### config.mk
export PLATFORM = sky130hd
export DESIGN_NAME = mux_4_rr_arbiter
export DESIGN_NICKNAME = d
export VERILOG_FILES = /design/src/rtl/mux_4_rr_arbiter.sv
export SDC_FILE = /design/constraint.sdc
export NUM_CORES = 1
export LEC_CHECK = 0
export ABC_AREA = 1
export CAP_MARGIN = 20
export CORE_UTILIZATION = 48
export DETAILED_ROUTE_END_ITERATION = 7
export GPL_TIMING_DRIVEN = 0
export PLACE_DENSITY = 0.73
export SETUP_SLACK_MARGIN = 0.3
export SYNTH_ARGS = -nofsm -noshare
export SYNTH_HDL_FRONTEND = slang
export SYNTH_SLANG_ARGS = --single-unit
export TNS_END_PERCENT = 30
### constraint.sdc
create_clock -name clk -period 4.42 [get_ports clk]
set_clock_uncertainty 0.2 [all_clocks]
set_input_delay 0.442 -clock clk [delete_from_list [all_inputs] [get_ports clk]]
set_output_delay 0.442 -clock clk [all_outputs]
set_load 0.01 [all_outputs]
### src/rtl/mux_4_rr_arbiter.sv
// Round-robin arbiter owning a 4:1 enabled mux, with a one-cycle break-before-make gap between owners.
// Optional forced release after MAX_HOLD grant cycles is built only when ARB_TIMEOUT_EN is defined.
module mux_4_rr_arbiter #(
  parameter int MAX_HOLD = 16,
  parameter int CNT_W    = 5
) (
  input  logic       clk,
  input  logic       rst,
  input  logic [3:0] req,
  output logic [3:0] gnt,
  output logic [1:0] sel,
  output logic       en,
  output logic       busy
);

  // Handshake: req[i] is a level request; gnt[i] is high for every cycle source i
  // owns the mux. The owner releases by dropping req[i]; en stays low for exactly
  // one GAP cycle before any new owner is connected.

  typedef enum logic [1:0] {
    IDLE  = 2'd0,
    GRANT = 2'd1,
    GAP   = 2'd2
  } state_t;

  state_t     state;
  logic [1:0] ptr;
  logic [1:0] win;
  logic       any_req;
  logic       grant_now;
  logic       hold_expired;

  if (!((2 ** CNT_W) > MAX_HOLD)) begin : g_cnt_w_check
    $error("CNT_W too small for MAX_HOLD");
  end

  // Scan ptr+1, ptr+2, ptr+3, ptr (wrapping); the closest set bit wins.
  function automatic logic [1:0] pick(input logic [3:0] r, input logic [1:0] p);
    logic [1:0] idx;
    pick = p;
    for (int i = 4; i >= 1; i--) begin
      idx = p + 2'(i);
      if (r[idx]) pick = idx;
    end
  endfunction

  always_comb begin
    any_req   = |req;
    win       = pick(req, ptr);
    grant_now = any_req && ((state == IDLE) || (state == GAP));
  end

`ifdef ARB_TIMEOUT_EN
  logic [CNT_W-1:0] cnt;

  always_comb hold_expired = (cnt == CNT_W'(MAX_HOLD - 1));

  always_ff @(posedge clk) begin
    if (rst || grant_now) begin
      cnt <= '0;
    end else if ((state == GRANT) && (cnt != '1)) begin
      cnt <= cnt + CNT_W'(1);
    end
  end
`else
  always_comb hold_expired = 1'b0;
`endif

  always_ff @(posedge clk) begin
    if (rst) begin
      state <= IDLE;
      gnt   <= '0;
      sel   <= '0;
      en    <= 1'b0;
      busy  <= 1'b0;
      ptr   <= 2'd3;
    end else if (grant_now) begin
      state <= GRANT;
      gnt   <= 4'b0001 << win;
      sel   <= win;
      en    <= 1'b1;
      busy  <= 1'b1;
      ptr   <= win;
    end else begin
      case (state)
        GRANT: begin
          if (!req[sel] || hold_expired) begin
            state <= GAP;
            gnt   <= '0;
            en    <= 1'b0;
          end
        end
        GAP: begin
          // No request seen during the gap; sel keeps the last owner.
          state <= IDLE;
          busy  <= 1'b0;
        end
        default: begin
          state <= IDLE;
          gnt   <= '0;
          en    <= 1'b0;
          busy  <= 1'b0;
        end
      endcase
    end
  end

endmodule
==> impl_metrics.json <==
{
  "antenna_found_initial": 0,
  "die_w_um": 39.7,
  "cts_tree": "built",
  "cts_max_path_buffers": 2,
  "grt_pass1_wl_mm": 2.10,
  "dieArea_um2": 1570,
  "status": "complete, no violations",
  "core_area_um2": 1320,
  "grt_pass1_vias": 516,
  "period_minus_slack_ns": 1.85,
  "final_util_pct": 65.0,
  "wl_mm": 1.32,
  "h-tree-depth": 1,
  "ys_seq_elements": 12,
  "hold_viol": 0,
  "antenna_left": 0,
  "die_h_um": 39.7,
  "grt_overflow": 0,
  "track_usage_pct": 19.9,
  "avgRoutedWirePerCell_um": 10.0,
  "rsz0062_at_grt": "no",
  "cp.arrival_ns": 1.82,
  "syn_nets": 107,
  "diodes": 0,
  "path_class": "primary input to flip-flop",
  "drt_first_iter_violations": 15,
  "clk_pin_slew_ns": 0.07,
  "power_leakage_nw": 0.415,
  "ys_seq_area_share_pct": 35.3,
  "p_per_area_nw_per_um2": 579,
  "cts_buffers": 3,
  "end_kind": "flip-flop",
  "maxCapViolations": 0,
  "drc": 0,
  "slew_headroom_pct": 73.4,
  "netlist_area_um2": 681,
  "num_vias": 666,
  "tightest_slew_ns": 0.399,
  "final_layout_size_suffix_gt1_share_pct": 21.4,
  "cts_resized": 0,
  "start_kind": "primary input",
  "slew_viol_final": 0,
  "synthDistinctLibCells": 20,
  "grt_max_degree": 11,
  "io-pin-count": 14,
  "dr.pass1.iters": 4,
  "clock_latency_ns": 0.27,
  "final_common_cell": "nand2_1",
  "numPortBuffers": 12,
  "fin_crit_sh_pct": 41.9,
  "syn_area_per_cell_um2": 6.74,
  "area_delta_synth_final_pct": 25.7,
  "synth_cells": 101,
  "fin_nets": 124,
  "hold_class": "flip-flop to flip-flop",
  "cts-root-buf": "clkbuf_4",
  "setup_viol": 0,
  "place_hpwl_mm": 1.05,
  "viasPerCell": 5.05,
  "gp_congestion": 0.734,
  "fin_tns_setup_ns": 0,
  "path_max_fanout": 4,
  "fill_cells": 109,
  "rows": 13,
  "cts_hold_buf": 0,
  "final_cell_mix": "nand2_1, nand2_2, dfxtp_1, clkdlybuf4s50_1, inv_1",
  "cts_setup_buffers": 0,
  "ys_warn_count": 0,
  "irDropWorstVdd_uv": 285,
  "clock_sinks": 12,
  "fmax_mhz": 540,
  "start_util_pct": 51.7,
  "crit_required_ns": 4.39
}
## sequential cells by signal, indices dropped and copies added (netlist names)
| register | cells |
|---|---|
| sel | 2 |
| ptr | 2 |
| busy | 1 |
| gnt | 4 |
| en | 1 |
| state | 2 |
## metal layers
| layer | track usage [%] | wire length [um] | vias to the layer above |
|---|---|---|---|
| met5 | 0 | 0 | - |
| met4 | 10.3 | 31 | 0 |
| met3 | 3.41 | 43 | 6 |
| met2 | 32.8 | 593 | 11 |
| met1 | 24.1 | 654 | 293 |
| li1 | - | - | 356 |
## final cells by class
class	count	area (um^2)	share of cell area (%)
clock buffers	4	36.3	4.24
plain buffers	2	15.0	1.75
repair buffers	12	120	14.0
multi-input cells	74	369	43.1
well taps	15	18.8	2.19
inverters	13	56.3	6.58
flip-flops and latches	12	240	28.1
## worst paths after layout
| kind | startpoint | endpoint | slack (ns) | depth (start not counted) |
|---|---|---|---|---|
| setup / recovery | req[3] | sel[0]$_SDFFE_PP0P_ | 2.57 | 12 |
| setup reg to reg | ptr[0]$_SDFFE_PP1P_ | sel[0]$_SDFFE_PP0P_ | 2.83 | 12 |
| hold / removal | state[1]$_SDFFE_PP0N_ | state[1]$_SDFFE_PP0N_ | 0.25 | 1 |
| hold reg to reg | state[1]$_SDFFE_PP0N_ | state[1]$_SDFFE_PP0N_ | 0.25 | 1 |
## power by group
| group | switching (mW) | internal, mW | total [mW] |
|---|---|---|---|
| clock network | 0.0371 | 0.0501 | 0.0872 |
| registers | 0.0174 | 0.135 | 0.153 |
| logic | 0.150 | 0.106 | 0.255 |
## worst max-delay path, stage by stage
cell and delay [ns]:
clkdlybuf4s50_1 0.57, inv_1 0.06, nand2_1 0.06, nand3_1 0.09, nand2_1 0.08, inv_1 0.04, nand2_2 0.07, nand2_2 0.05
nand2_2 0.07, nand2_2 0.08, o21ai_0 0.16, inv_1 0.05
## logic make-up (layout without fill, tap and decap cells)
kind of cell,after synthesis,count (layout),synth area share [%]
flops,12,12,35.3
buf+inv,15,31,10.5
simple gates,61,61,43.7
compound gates,13,13,10.5
## metrics by stage
stage / instance area, um^2 / setup slack (ns) / cells / total power [mW] / hold slack, ns
after global placement: 820 / 2.28 / 128 / 0.406 / 0.234
after CTS: 856 / 2.57 / 132 / 0.499 / 0.254
after global routing: 856 / 2.40 / 132 / 0.536 / 0.283
final: 856 / 2.57 / 132 / 0.496 / 0.253
after detailed placement: 820 / 2.28 / 128 / 0.410 / 0.243
after floorplan: 681 / 2.94 / 101 / 0.338 / 0.225
## synthesized netlist by cell type (all sizes together)
cell type,instances,share of area [%]
a32oi,1,1.3
dfxtp,12,35
nor2,2,1.5
o211ai,1,1.1
buf,1,1.7
nor4,2,2.8
clkbuf,1,0.55
nand2,47,31
o21ai,2,1.5
nand3,8,6.6
a21oi,9,6.6
nand4,2,1.8
inv,13,8.3
No activity file was read; power rests on OpenSTA's default activity.
==> RTL edit 1 (same settings) <==
Add a define of `ARB_TIMEOUT_EN`.
--- a/src/rtl/mux_4_rr_arbiter.sv
+++ b/src/rtl/mux_4_rr_arbiter.sv
@@ -1,5 +1,7 @@
 // Round-robin arbiter owning a 4:1 enabled mux, with a one-cycle break-before-make gap between owners.
 // Optional forced release after MAX_HOLD grant cycles is built only when ARB_TIMEOUT_EN is defined.
+`define ARB_TIMEOUT_EN
+
 module mux_4_rr_arbiter #(
   parameter int MAX_HOLD = 16,
   parameter int CNT_W    = 5
Behaviour: no difference found for any inputs over 10 cycles, from zero or initial values and one cycle with rst high; that may be too few to reach the edited logic, so the function may still have changed.
==> RTL edit 1 against the unedited design <==
- combinational power rose by 7%
- synthesized area rose by 38%
- sequential cell count is 5 higher
- wire length rose by 37%
- worst setup slack worse by 0.082 ns
- critical path depth fell by 11
- worst hold slack better by 0.015 ns
- global-route usage is 1.1 points higher
- power up 13%
- count of clock-buffer cells in the layout down 1
- sequential power rose by 34%
- register-to-register slack worse by 0.18 ns
- cell area increased by 32%
- fmax fell by 4.2%
- critical endpoint is now sel[0]
- largest cell class unchanged
==> RTL edit 1: results <==
clocking:
  insertion_delay_ns: 0.29
  cts.clk_slew.worst_paths_ns: 0.10
  cts-resized-gates: 0
  root_buffer: "clkbuf_4"
detailed_routing:
  drtIter0Drc: 20
  dr_wl_met3_um: 67
  m1WireLength_um: 830
  via_per_inst: 4.825
  wl_per_cell_um: 9.880
  route.met2.wl_um: 896
cells_and_area:
  fillers: 175
  drive_gt1_frac: 0.1329
  nets: 168
critical_path:
  arrival_ns: 1.29
  cp_max_fo: 6
  crit_cells: 1
  reg2reg_depth: 9
pwr:
  irDropWorstVdd_mv: 0.2524
  p_comb_frac: 0.486
  clock_power_mw: 0.0844
  power_combinational_mw: 0.274
  p_sw_mw: 0.2342
  leakage_nw: 0.5012
logic_synthesis:
  synth_nets: 150
  postSynth.topFlopCell: "dfxtp_1"
  synth.distinct_cells: 21
  synthTopCellsByCount: "nand2_1, dfxtp_1, inv_1"
  synth_area_leaders: "dfxtp_1, nand2_1, inv_1, a21oi_1, nand3_1"
  ys_warn_count: 0
  ys_seq_area_frac: 0.3627
placed_design:
  hpwl_mm: 1.439
  place.gp.congestion: 0.8270
  port-buffer-count: 13
global_routing:
  use_met3: 0.06275
  met1_usage: 0.2399
  track_usage: 0.2095
  first_global_vias: 792
  grt_util_met2: 0.3662
  grt_first_pass_wirelength_mm: 3.160
run_status:
  status: "finished clean"
min_path:
  whs_path_depth: 2
timing:
  relSlewSlack: 0.6433
==> RTL edit 1: cell count changes in the layout (fill, tap and decap cells not counted), moves of 5 or more <==
cell     delta
dfxtp_1     +5
inv_1       +6
nand2_1    +21
nand2_2    -10
==> RTL edit 1: path summary, 6_finish.rpt <==
| check | start | endpoint | slack (ns) |
|---|---|---|---|
| min | gnt[0] | gnt[0] | 0.27 |
| min reg2reg | gnt[0] | gnt[0] | 0.27 |
| max reg2reg | cnt[1] | gnt[3] | 2.65 |
| max | sel[0] | sel[0] | 2.49 |
==> RTL edit 1: cell families after synthesis <==
logic type / Yosys count / synth area share
flops: 17 / 0.3627
buf+inv: 22 / 0.1013
simple gates: 79 / 0.3653
fa+ha+maj: 3 / 0.04000
compound gates: 20 / 0.1307
==> RTL edit 1: area by class of cell <==
cell class	instances	area, sq um	share of cell area
buffer	2	15.01	0.01332
clock buffer	3	22.52	0.01998
clock inverter	1	5.005	0.004440
inverter	20	80.08	0.07103
multi-input combinational	102	503.0	0.4462
sequential	17	340.3	0.3019
tap	25	31.28	0.02775
timing repair buffer	13	130.1	0.1154
==> RTL edit 1: through the flow <==
step | setup slack (ns) | hold WS (ns) | area (sq um) | std cells | util
final | 2.485 | 0.2678 | 1127 | 183 | 0.6323
after global routing | 2.380 | 0.2814 | 1127 | 183 | 0.6323
after CTS | 2.478 | 0.2702 | 1127 | 183 | 0.6323
after detailed placement | 2.257 | 0.2544 | 1100 | 179 | 0.6168
after global placement | 2.271 | 0.2491 | 1100 | 179 | 0.6168
after floorplan | 2.800 | 0.2390 | 938.4 | 141 | -
==> RTL edit 1: worst min-delay path: stages (launching register included) <==
cell and delay, ns:
dfxtp_1 0.32, nand2_1 0.06, a21oi_1 0.05
==> RTL edit 2 (same flow settings) <==
Without the edit above. Re-encode `state_t` (3 states) as one-hot, 3 bits wide.
--- a/src/rtl/mux_4_rr_arbiter.sv
+++ b/src/rtl/mux_4_rr_arbiter.sv
@@ -17,10 +17,10 @@
   // owns the mux. The owner releases by dropping req[i]; en stays low for exactly
   // one GAP cycle before any new owner is connected.
 
-  typedef enum logic [1:0] {
-    IDLE  = 2'd0,
-    GRANT = 2'd1,
-    GAP   = 2'd2
+  typedef enum logic [2:0] {
+    IDLE  = 3'b001,
+    GRANT = 3'b010,
+    GAP   = 3'b100
   } state_t;
 
   state_t     state;
Formal check against the unedited RTL: same outputs for any inputs over 10 cycles, from zero or initial values and one cycle with rst high; not proved beyond that.
==> RTL edit 2 against the unedited design <==
- clock power shrank 18%
- highest routed layer unchanged
- power grew 16%
- wire length grew 12%
- cell area grew 7.3%
- global-route usage shrank 0.26 points
- count of clock-buffer cells in the layout is the same
- critical path depth shrank 11
- synthesized area grew 11%
- fmax shrank 1.6%
- critical endpoint is now sel[0]
- via count grew 9.6%
- synthesized cell count grew 12%
- sequential cell count grew 1
- worst setup slack lost 0.031 ns
==> RTL edit 2: results <==
critical_path:
  cp_max_fo: 6
  critPathCapture: "sel[0]"
  reg2reg_slack_ns: 2.81
  arrival_ns: 1.24
  crit_start: "sel[0]"
  reg2reg_depth: 15
cells_and_area:
  fillers: 138
  nets: 136
  drive_gt1_frac: 0.2326
run_status:
  status: "finished clean"
logic_synthesis:
  synthTopCellsByCount: "nand2_1, nand2_2, dfxtp_1"
  ys_seq_area_frac: 0.3455
  syn_inst: 113
  synth_nets: 119
global_routing:
  first_global_vias: 647
placed_design:
  hpwl_mm: 1.176
  place.gp.congestion: 0.8494
  dp.cells: 140
  preCtsSetupSlack_ns: 2.300
timing:
  fin_crit_ns: 1.884
  relSlewSlack: 0.7281
pwr:
  p_sw_mw: 0.2554
  irDropWorstVdd_mv: 0.3708
detailed_routing:
  vias: 730
  wl_mm: 1.483
==> RTL edit 2: changes by cell type after synthesis, sizes merged, moves of 2 or more <==
cell,unedited run,this run
inv,13,17
nand3,8,5
nor4,2,0
o211ai,1,4
o21ai,2,6
==> RTL edit 2: cell type report <==
type	count	share of cell area
sequential	13	0.2834
tap	15	0.02044
inverter	17	0.07493
timing repair buffer	12	0.1308
clock buffer	4	0.02861
buffer	2	0.01635
multi-input combinational	81	0.4455
==> RTL edit 2: how the worst min path moves through the flow <==
stage,slack [ns],endpoint,from,cells past startpoint
after CTS,0.27,busy,busy,2
after global routing,0.29,gnt[2],gnt[2],2
final,0.27,busy,busy,2
after floorplan,0.28,en,en,2
after global placement,0.25,en,en,2
after detailed placement,0.26,busy,busy,2
==> RTL edit 2: kinds of logic (layout without fill, tap and decap cells) <==
group / count (synthesis) / in the layout / synth area share
buffers and inverters: 19 / 35 / 0.1113
DFF: 13 / 13 / 0.3455
and+or+nand+nor: 61 / 61 / 0.3871
AOI/OAI and AO/OA: 20 / 20 / 0.1561
==> RTL edit 2: power groups by stage <==
stage / Sequential [mW] / Clock, mW / Combinational (mW)
final: 0.175 / 0.0712 / 0.328
after global routing: 0.181 / 0.0814 / 0.366
after CTS: 0.175 / 0.0753 / 0.329
after detailed placement: 0.177 / 0 / 0.327
after global placement: 0.176 / 0 / 0.320
after floorplan: 0.183 / 0 / 0.234
==> RTL edit 2: routing by layer <==
layer / track usage / part of all wire / vias up
met3: 0.06522 / 0.036 / 2
met1: 0.2861 / 0.52 / 324
met2: 0.2719 / 0.44 / 9
li1: - / - / 395
met4: 0.05806 / 0.0054 / 0
met5: 0 / 0 / -
==> RTL edit 2: metrics by stage <==
stage	hold slack, ns	cell area [sq um]
after floorplan	0.2834	753.2
after global placement	0.2521	892.1
after detailed placement	0.2578	892.1
after CTS	0.2709	918.4
after global routing	0.2899	918.4
final	0.2653	918.4
